==> config.mk <==
export PLATFORM = sky130hd
export DESIGN_NAME = uart_param
export DESIGN_NICKNAME = d
export VERILOG_FILES = /design/src/rtl/uart_pkg.sv /design/src/rtl/uart_fifo.sv /design/src/rtl/uart_param.sv
export SDC_FILE = /design/constraint.sdc
export NUM_CORES = 1
export LEC_CHECK = 0
export ABC_AREA = 1
export BUFFER_PORTS_ARGS = -buffer_cell sky130_fd_sc_hd__buf_2
export CAP_MARGIN = 20
export CORE_UTILIZATION = 55
export DETAILED_ROUTE_END_ITERATION = 16
export GPL_ROUTABILITY_DRIVEN = 0
export PLACE_DENSITY = 0.77
export SLEW_MARGIN = 20
export SYNTH_ARGS = -nofsm -noshare
export SYNTH_HDL_FRONTEND = slang
export SYNTH_SLANG_ARGS = --single-unit
==> constraint.sdc <==
create_clock -name clk50 -period 3.3 [get_ports clk50]
set_clock_uncertainty 0.05 [all_clocks]
set_input_delay 0.33 -clock clk50 [delete_from_list [all_inputs] [get_ports clk50]]
set_output_delay 0.33 -clock clk50 [all_outputs]
set_load 0.005 [all_outputs]
==> src/rtl/uart_pkg.sv <==
// rtl/uart_pkg.sv - shared types and divider helper for the parametrised UART
package uart_pkg;

  typedef enum logic [1:0] {PAR_NONE, PAR_ODD, PAR_EVEN} parity_e;

  typedef enum logic [2:0] {TX_IDLE, TX_START, TX_DATA, TX_PARITY, TX_STOP} tx_state_e;

  typedef enum logic [2:0] {RX_IDLE, RX_START, RX_DATA, RX_PARITY, RX_STOP} rx_state_e;

  // Rounded clocks per oversample tick.
  function automatic int calc_div(input int clk_hz, input int baud, input int os);
    return (clk_hz + (baud * os) / 2) / (baud * os);
  endfunction

endpackage

==> src/rtl/uart_fifo.sv <==
// rtl/uart_fifo.sv - synchronous first-word-fall-through FIFO for received words
module uart_fifo #(
  parameter int WIDTH = 10,
  parameter int DEPTH = 16
) (
  input  logic                         clk,
  input  logic                         reset_n,
  input  logic [WIDTH-1:0]             i_wr_data,
  input  logic                         i_push,
  input  logic                         i_pop,
  output logic [WIDTH-1:0]             o_rd_data,
  output logic                         o_full,
  output logic                         o_empty,
  output logic [$clog2(DEPTH+1)-1:0]   o_count
);
  localparam int AW = (DEPTH > 1) ? $clog2(DEPTH) : 1;
  localparam int CW = $clog2(DEPTH + 1);

  logic [WIDTH-1:0] r_mem [DEPTH];
  logic [AW-1:0]    r_wr_ptr;
  logic [AW-1:0]    r_rd_ptr;
  logic [CW-1:0]    r_count;
  logic             w_do_push;
  logic             w_do_pop;

  assign o_full    = (r_count == CW'(DEPTH));
  assign o_empty   = (r_count == '0);
  assign o_count   = r_count;
  assign w_do_pop  = i_pop && !o_empty;
  // A pop frees the head slot in the same cycle, so a full FIFO may still accept.
  assign w_do_push = i_push && (!o_full || w_do_pop);
  assign o_rd_data = o_empty ? '0 : r_mem[r_rd_ptr];

  always_ff @(posedge clk) begin
    if (w_do_push) r_mem[r_wr_ptr] <= i_wr_data;
  end

  always_ff @(posedge clk) begin
    if (!reset_n) begin
      r_wr_ptr <= '0;
      r_rd_ptr <= '0;
      r_count  <= '0;
    end else begin
      if (w_do_push) r_wr_ptr <= r_wr_ptr + 1'b1;
      if (w_do_pop)  r_rd_ptr <= r_rd_ptr + 1'b1;
      if (w_do_push && !w_do_pop)      r_count <= r_count + 1'b1;
      else if (w_do_pop && !w_do_push) r_count <= r_count - 1'b1;
    end
  end

endmodule

==> src/rtl/uart_param.sv <==
// rtl/uart_param.sv - full-duplex UART: 16x oversampled RX, configurable framing, RX FIFO
module uart_param
  import uart_pkg::*;
#(
  parameter int      CLK_HZ        = 50_000_000,
  parameter int      BAUD          = 115_200,
  parameter int      OVERSAMPLE    = 16,
  parameter int      DATA_BITS     = 8,
  parameter parity_e PARITY        = PAR_NONE,
  parameter int      STOP_BITS     = 1,
  parameter int      RX_FIFO_DEPTH = 16
) (
  input  logic                               clk50,
  input  logic                               reset_n,
  input  logic                               uart_rx,
  output logic                               uart_tx,
  input  logic [DATA_BITS-1:0]               tx_data,
  input  logic                               tx_valid,
  output logic                               tx_ready,
  output logic                               tx_busy,
  output logic [DATA_BITS-1:0]               rx_data,
  output logic                               rx_parity_err,
  output logic                               rx_frame_err,
  output logic                               rx_valid,
  input  logic                               rx_ready,
  output logic [$clog2(RX_FIFO_DEPTH+1)-1:0] rx_count,
  output logic                               rx_overrun,
  input  logic                               err_clr
);
  localparam int DIV   = calc_div(CLK_HZ, BAUD, OVERSAMPLE);
  localparam int DIV_W = (DIV > 1) ? $clog2(DIV) : 1;
  localparam int OS_W  = $clog2(OVERSAMPLE);
  localparam logic [OS_W-1:0] OS_LAST   = OS_W'(OVERSAMPLE - 1);
  localparam logic [OS_W-1:0] OS_HALF   = OS_W'(OVERSAMPLE / 2 - 1);
  localparam logic [2:0]      DATA_LAST = 3'(DATA_BITS - 1);
  localparam logic [2:0]      STOP_LAST = 3'(STOP_BITS - 1);
  localparam bit              HAS_PAR   = (PARITY != PAR_NONE);

  if (DIV < 1) begin : g_div_chk
    $error("uart_param: clock divider below 1");
  end
  if (DATA_BITS < 5 || DATA_BITS > 8) begin : g_db_chk
    $error("uart_param: DATA_BITS must be 5..8");
  end
  if (STOP_BITS < 1 || STOP_BITS > 2) begin : g_sb_chk
    $error("uart_param: STOP_BITS must be 1 or 2");
  end

  function automatic logic par_bit(input logic [DATA_BITS-1:0] d);
    return (PARITY == PAR_ODD) ? ~^d : ^d;
  endfunction

  logic [DIV_W-1:0] r_div_cnt;
  logic             w_tick;

  assign w_tick = (r_div_cnt == DIV_W'(DIV - 1));

  always_ff @(posedge clk50) begin
    if (!reset_n || w_tick) r_div_cnt <= '0;
    else                    r_div_cnt <= r_div_cnt + 1'b1;
  end

  tx_state_e            r_tx_state, w_tx_state;
  logic [DATA_BITS-1:0] r_tx_shift, w_tx_shift;
  logic                 r_tx_par, w_tx_par;
  logic [OS_W-1:0]      r_tx_tick, w_tx_tick;
  logic [2:0]           r_tx_bit, w_tx_bit;
  logic                 r_uart_tx, w_tx_line, w_tx_end;

  always_ff @(posedge clk50) begin
    if (!reset_n) begin
      r_tx_state <= TX_IDLE;
      r_tx_shift <= '0;
      r_tx_par   <= 1'b0;
      r_tx_tick  <= '0;
      r_tx_bit   <= '0;
      r_uart_tx  <= 1'b1;
    end else begin
      r_tx_state <= w_tx_state;
      r_tx_shift <= w_tx_shift;
      r_tx_par   <= w_tx_par;
      r_tx_tick  <= w_tx_tick;
      r_tx_bit   <= w_tx_bit;
      r_uart_tx  <= w_tx_line;
    end
  end

  always_comb begin
    w_tx_state = r_tx_state;
    w_tx_shift = r_tx_shift;
    w_tx_par   = r_tx_par;
    w_tx_tick  = r_tx_tick;
    w_tx_bit   = r_tx_bit;
    w_tx_line  = 1'b1;
    w_tx_end   = w_tick && (r_tx_tick == OS_LAST);
    if (w_tick) w_tx_tick = w_tx_end ? '0 : r_tx_tick + 1'b1;
    case (r_tx_state)
      TX_IDLE: begin
        w_tx_tick = '0;
        w_tx_bit  = '0;
        if (tx_valid) begin
          w_tx_state = TX_START;
          w_tx_shift = tx_data;
          w_tx_par   = par_bit(tx_data);
        end
      end
      TX_START: begin
        w_tx_line = 1'b0;
        if (w_tx_end) w_tx_state = TX_DATA;
      end
      TX_DATA: begin
        w_tx_line = r_tx_shift[0];
        if (w_tx_end) begin
          w_tx_shift = r_tx_shift >> 1;
          w_tx_bit   = r_tx_bit + 1'b1;
          if (r_tx_bit == DATA_LAST) begin
            w_tx_bit   = '0;
            w_tx_state = HAS_PAR ? TX_PARITY : TX_STOP;
          end
        end
      end
      TX_PARITY: begin
        w_tx_line = r_tx_par;
        if (w_tx_end) w_tx_state = TX_STOP;
      end
      TX_STOP: begin
        if (w_tx_end) begin
          w_tx_bit = r_tx_bit + 1'b1;
          if (r_tx_bit == STOP_LAST) begin
            w_tx_bit   = '0;
            w_tx_state = TX_IDLE;
          end
        end
      end
      default: w_tx_state = TX_IDLE;
    endcase
  end

  assign uart_tx  = r_uart_tx;
  assign tx_ready = (r_tx_state == TX_IDLE);
  assign tx_busy  = ~tx_ready;

  logic                 r_rx_s1, r_rx_s2;
  rx_state_e            r_rx_state, w_rx_state;
  logic [DATA_BITS-1:0] r_rx_shift, w_rx_shift;
  logic                 r_rx_par, w_rx_par;
  logic [OS_W-1:0]      r_rx_tick, w_rx_tick;
  logic [2:0]           r_rx_bit, w_rx_bit;
  logic                 w_rx_samp, w_rx_push;
  logic [DATA_BITS+1:0] w_rx_word, w_head;
  logic                 w_full, w_empty;

  always_ff @(posedge clk50) begin
    if (!reset_n) begin
      r_rx_s1    <= 1'b1;
      r_rx_s2    <= 1'b1;
      r_rx_state <= RX_IDLE;
      r_rx_shift <= '0;
      r_rx_par   <= 1'b0;
      r_rx_tick  <= '0;
      r_rx_bit   <= '0;
    end else begin
      r_rx_s1    <= uart_rx;
      r_rx_s2    <= r_rx_s1;
      r_rx_state <= w_rx_state;
      r_rx_shift <= w_rx_shift;
      r_rx_par   <= w_rx_par;
      r_rx_tick  <= w_rx_tick;
      r_rx_bit   <= w_rx_bit;
    end
  end

  // Samples land mid-bit: half a bit after the start edge, then one bit apart.
  always_comb begin
    w_rx_state = r_rx_state;
    w_rx_shift = r_rx_shift;
    w_rx_par   = r_rx_par;
    w_rx_tick  = r_rx_tick;
    w_rx_bit   = r_rx_bit;
    w_rx_push  = 1'b0;
    w_rx_samp  = w_tick && (r_rx_tick == OS_LAST);
    if (w_tick) w_rx_tick = w_rx_samp ? '0 : r_rx_tick + 1'b1;
    case (r_rx_state)
      RX_IDLE: begin
        w_rx_tick = '0;
        w_rx_bit  = '0;
        if (w_tick && !r_rx_s2) w_rx_state = RX_START;
      end
      RX_START: begin
        if (w_tick && r_rx_tick == OS_HALF) begin
          w_rx_tick  = '0;
          w_rx_state = r_rx_s2 ? RX_IDLE : RX_DATA;
        end
      end
      RX_DATA: begin
        if (w_rx_samp) begin
          w_rx_shift = {r_rx_s2, r_rx_shift[DATA_BITS-1:1]};
          w_rx_bit   = r_rx_bit + 1'b1;
          if (r_rx_bit == DATA_LAST) begin
            w_rx_bit   = '0;
            w_rx_state = HAS_PAR ? RX_PARITY : RX_STOP;
          end
        end
      end
      RX_PARITY: begin
        if (w_rx_samp) begin
          w_rx_par   = r_rx_s2;
          w_rx_state = RX_STOP;
        end
      end
      RX_STOP: begin
        if (w_rx_samp) begin
          w_rx_push  = 1'b1;
          w_rx_state = RX_IDLE;
        end
      end
      default: w_rx_state = RX_IDLE;
    endcase
  end

  assign w_rx_word = {~r_rx_s2, HAS_PAR && (par_bit(r_rx_shift) != r_rx_par), r_rx_shift};

  uart_fifo #(
    .WIDTH (DATA_BITS + 2),
    .DEPTH (RX_FIFO_DEPTH)
  ) u_rx_fifo (
    .clk       (clk50),
    .reset_n   (reset_n),
    .i_wr_data (w_rx_word),
    .i_push    (w_rx_push),
    .i_pop     (rx_ready),
    .o_rd_data (w_head),
    .o_full    (w_full),
    .o_empty   (w_empty),
    .o_count   (rx_count)
  );

  assign {rx_frame_err, rx_parity_err, rx_data} = w_head;
  assign rx_valid = ~w_empty;

  logic r_overrun;

  always_ff @(posedge clk50) begin
    if (!reset_n)                          r_overrun <= 1'b0;
    else if (w_rx_push && w_full && !rx_ready) r_overrun <= 1'b1;
    else if (err_clr)                      r_overrun <= 1'b0;
  end

  assign rx_overrun = r_overrun;

endmodule

==> flow_summary_export.csv <==
group,metric,value,unit
run_status,outcome,"completed",
layout,mostFrequentLayoutCell,"nand2_1",
worst_setup_path,critPathCaptureType,"output port",
global_route,grt_usage,0.2292,
die,die_w,130.3,um
drt,met3RoutedLength,1164,um
sta,final_max_slew_viol_count,0,
sta,worst_slack,593.1,ps
global_route,grt_pass1_wl,29990,um
drt,via_count,6363,
placement,dp_slack,611.6,ps
worst_setup_path,cp_num_buf_inv,3,
min_path,worstHoldPathCells,4,
placement,dp_cells,1134,
clock_tree,cts_buffers,21,
global_route,grt_max_degree,39,
synthesis,ys_seq_elements,207,
layout,final_cell_mix,"231 x nand2_1, 144 x edfxtp_1, 136 x nand3_1",
pwr,finalPower,0.005998,W
die,rows,46,
worst_setup_path,worstPathRequired,2920,ps
sta,tightest_slew,840.4,ps
global_route,antenna_found_initial,0,
layout,fin_nets,975,
pwr,ir_worst_vdd,0.6168,mV
clock_tree,cts_resized,0,
sta,rsz0062_at_grt,"false",
worst_setup_path,start_kind,"flip-flop",
layout,final_util,0.6352,
layout,drive_above_1_share,0.1276,
die,die_area,0.01697,mm^2
clock_tree,clockRootBuffer,"clkbuf_16",
sta,setup_viol,0,
die,coreArea,0.01594,mm^2
layout,seq_area,0.005587,mm^2
worst_setup_path,reg2reg_depth,16,
run,drv_cap,0,
worst_setup_path,critical_path.max_stage_delay,340,ps
sta,hold_viol,0,
die,dieHeight,130.3,um
synthesis,ys_top_cells_by_area,"edfxtp_1 48%, dfxtp_1 14%, nand2_1 9.6%",
layout,area_growth,11.95,%
synthesis,yosys_warnings,0,
pwr,power_density,592.3,mW/mm^2
synthesis,netlist.area_leader.share,0.4780,
synthesis,synth_top_area_cell,"edfxtp_1",
worst_setup_path,crit_fanout,19,
worst_setup_path,critPathSlowestCell,"dfxtp_2",
worst_setup_path,crit_cells,8,
worst_setup_path,worstPathArrival,2330,ps
clock_tree,clkTransAtPathRegs,60,ps
layout,final.fill_count,1263,
layout,multi_input_area,0.003050,mm^2
clock_tree,cts_tree,"yes",
clock_tree,cts.path.max_buffers,3,
drt,dr.pass1.iters,5,
die,start_util,0.5674,
drt,ant_nets,0,
synthesis,syn_area_per_cell,9.963,um^2
synthesis,syn_nets,941,
drt,wl_met2,8715,um
global_route,overflow,0,
layout,antenna_cells,0,
die,pin_count,34,
worst_setup_path,worstSetupPathType,"flip-flop to output port",
sta,clock.fmax,369.4,MHz
min_path,hp-class,"input port to flip-flop",
drt,top_layer,"met4",
drt,wl,18570,um
layout,final_cell_count_no_fill,1172,
placement,io_buffer_count,32,
pwr,leakage,4.000,nW
worst_setup_path,cp_cell_sequence,"inv_2, buf_4, nand2_1, nand3_1, nand3_1, a21oi_1, o21a_1, buf_2",
drt,vias_per_cell,5.429,
synthesis,ys_seq_area_frac,0.6174,
clock_tree,clock-sinks,207,
global_route,grt_pass1_vias,6067,
clock_tree,htreeDepth,1,
sta,fin_tns_setup,0,ps
synthesis,synth_cell_types,40,
drt,wire_per_inst,15.85,um
sta,period_needed,2707,ps
sta,max_slew_margin,0.4391,
drt,wl_met1,7961,um
synthesis,syn_inst,908,
drt,drt_iter0_markers,515,
placement,dp_hpwl,11970,um
worst_setup_path,critPathTopFamily,"buffers and inverters",
sta,finalCritPeriodShare,0.8203,
drt,drc,0,
clock_tree,insertion_delay,490,ps
worst_setup_path,critical_path.most_common_cell,"nand3_1",
synthesis,synth_area,0.009046,mm^2
[routing by layer]
metal	track usage	vias up
li1	-	3138
met1	0.3037	2963
met2	0.3795	212
met3	0.03526	50
met4	0.09097	0
met5	0	-
[final cells by class]
cell class | count | area share
multi-input combinational | 606 | 0.3012
timing repair buffer | 47 | 0.02842
clock inverter | 15 | 0.01742
sequential | 207 | 0.5516
tap | 216 | 0.02669
clock buffer | 22 | 0.05226
inverter | 59 | 0.02236
[logic make-up (layout without fill, tap and decap cells)]
family,count (synthesis),after routing,share of synthesized area
and+or+nand+nor,473,473,0.2353
DFF,207,207,0.6174
AOI/OAI and AO/OA,96,96,0.05795
buffers and inverters,95,143,0.04537
adders and majority gates,19,19,0.02711
xor gates and xnor gates,17,17,0.01646
other,1,1,0.0004145
[path summary, 6_finish.rpt]
kind / from / slack [ps] / end
max: flip-flop / 590 / rx_frame_err
min: err_clr / 40 / rx_overrun
max reg2reg: r_rx_tick[0] / 630 / u_rx_fifo.o_count[4]
min reg2reg: r_rx_s1 / 360 / r_rx_s2
[sequential cells by signal (all words and copies together) (netlist names), 4 cells and up, named ones only]
name / flops
u_rx_fifo.r_rd_ptr: 4
r_rx_shift: 8
r_div_cnt: 5
u_rx_fifo.o_count: 5
r_rx_tick: 4
r_tx_shift: 8
u_rx_fifo.r_mem: 144
r_tx_tick: 4
u_rx_fifo.r_wr_ptr: 4
[cell usage after synthesis]
library cell / count
a21boi_0: 1
a21oi_1: 57
a21oi_2: 1
and3_1: 1
buf_1: 3
buf_2: 18
buf_4: 3
buf_6: 2
clkbuf_1: 10
clkinv_1: 2
conb_1: 1
dfxtp_1: 63
edfxtp_1: 144
fa_1: 1
ha_1: 18
inv_1: 47
inv_2: 8
inv_4: 2
nand2_1: 231
nand2_2: 10
nand2_4: 7
nand2b_1: 2
nand3_1: 136
nand3_2: 1
nand3_4: 1
nand3b_1: 1
nand4_1: 5
nor2_1: 63
nor2_2: 3
nor2_4: 3
nor2_8: 1
nor3_1: 4
o21a_1: 11
o21ai_0: 22
o21ai_1: 1
o21ai_2: 2
o21bai_1: 1
or2_2: 4
xnor2_1: 5
xor2_1: 12
[timing repair]
item                                   in CTS  in global routing
setup buffers                               0                  0
endpoints found under the hold margin       1                  0
hold buffers                                1                  0
[worst reg2reg max path, delay by kind of cell, from the launching register on]
family	cells	cell delay [ps]
DFF	1	350
and+or+nand+nor	7	650
xor gates and xnor gates	1	160
AOI/OAI and AO/OA	2	280
buffers and inverters	3	280
adders and majority gates	3	840
[per-stage QoR]
step           instance area (um^2)  hold WS, ps
6_report                      10130        42.90
5_1_grt                       10130        75.92
3_5_place_dp                   9412        349.7
4_1_cts                       10130        35.12
2_1_floorplan                  9046        342.5
3_3_place_gp                   9412        349.6
[report_power, final]
group / total (W) / switching [W] / leakage [nW] / internal (W)
clock network: 0.00243 / 0.000959 / 0.347 / 0.00148
logic: 0.000671 / 0.000439 / 1.81 / 0.000232
registers: 0.00289 / 0.0000636 / 1.84 / 0.00283
total: 0.00600 / 0.00146 / 4.00 / 0.00454
(Power assumes the default switching activity.)
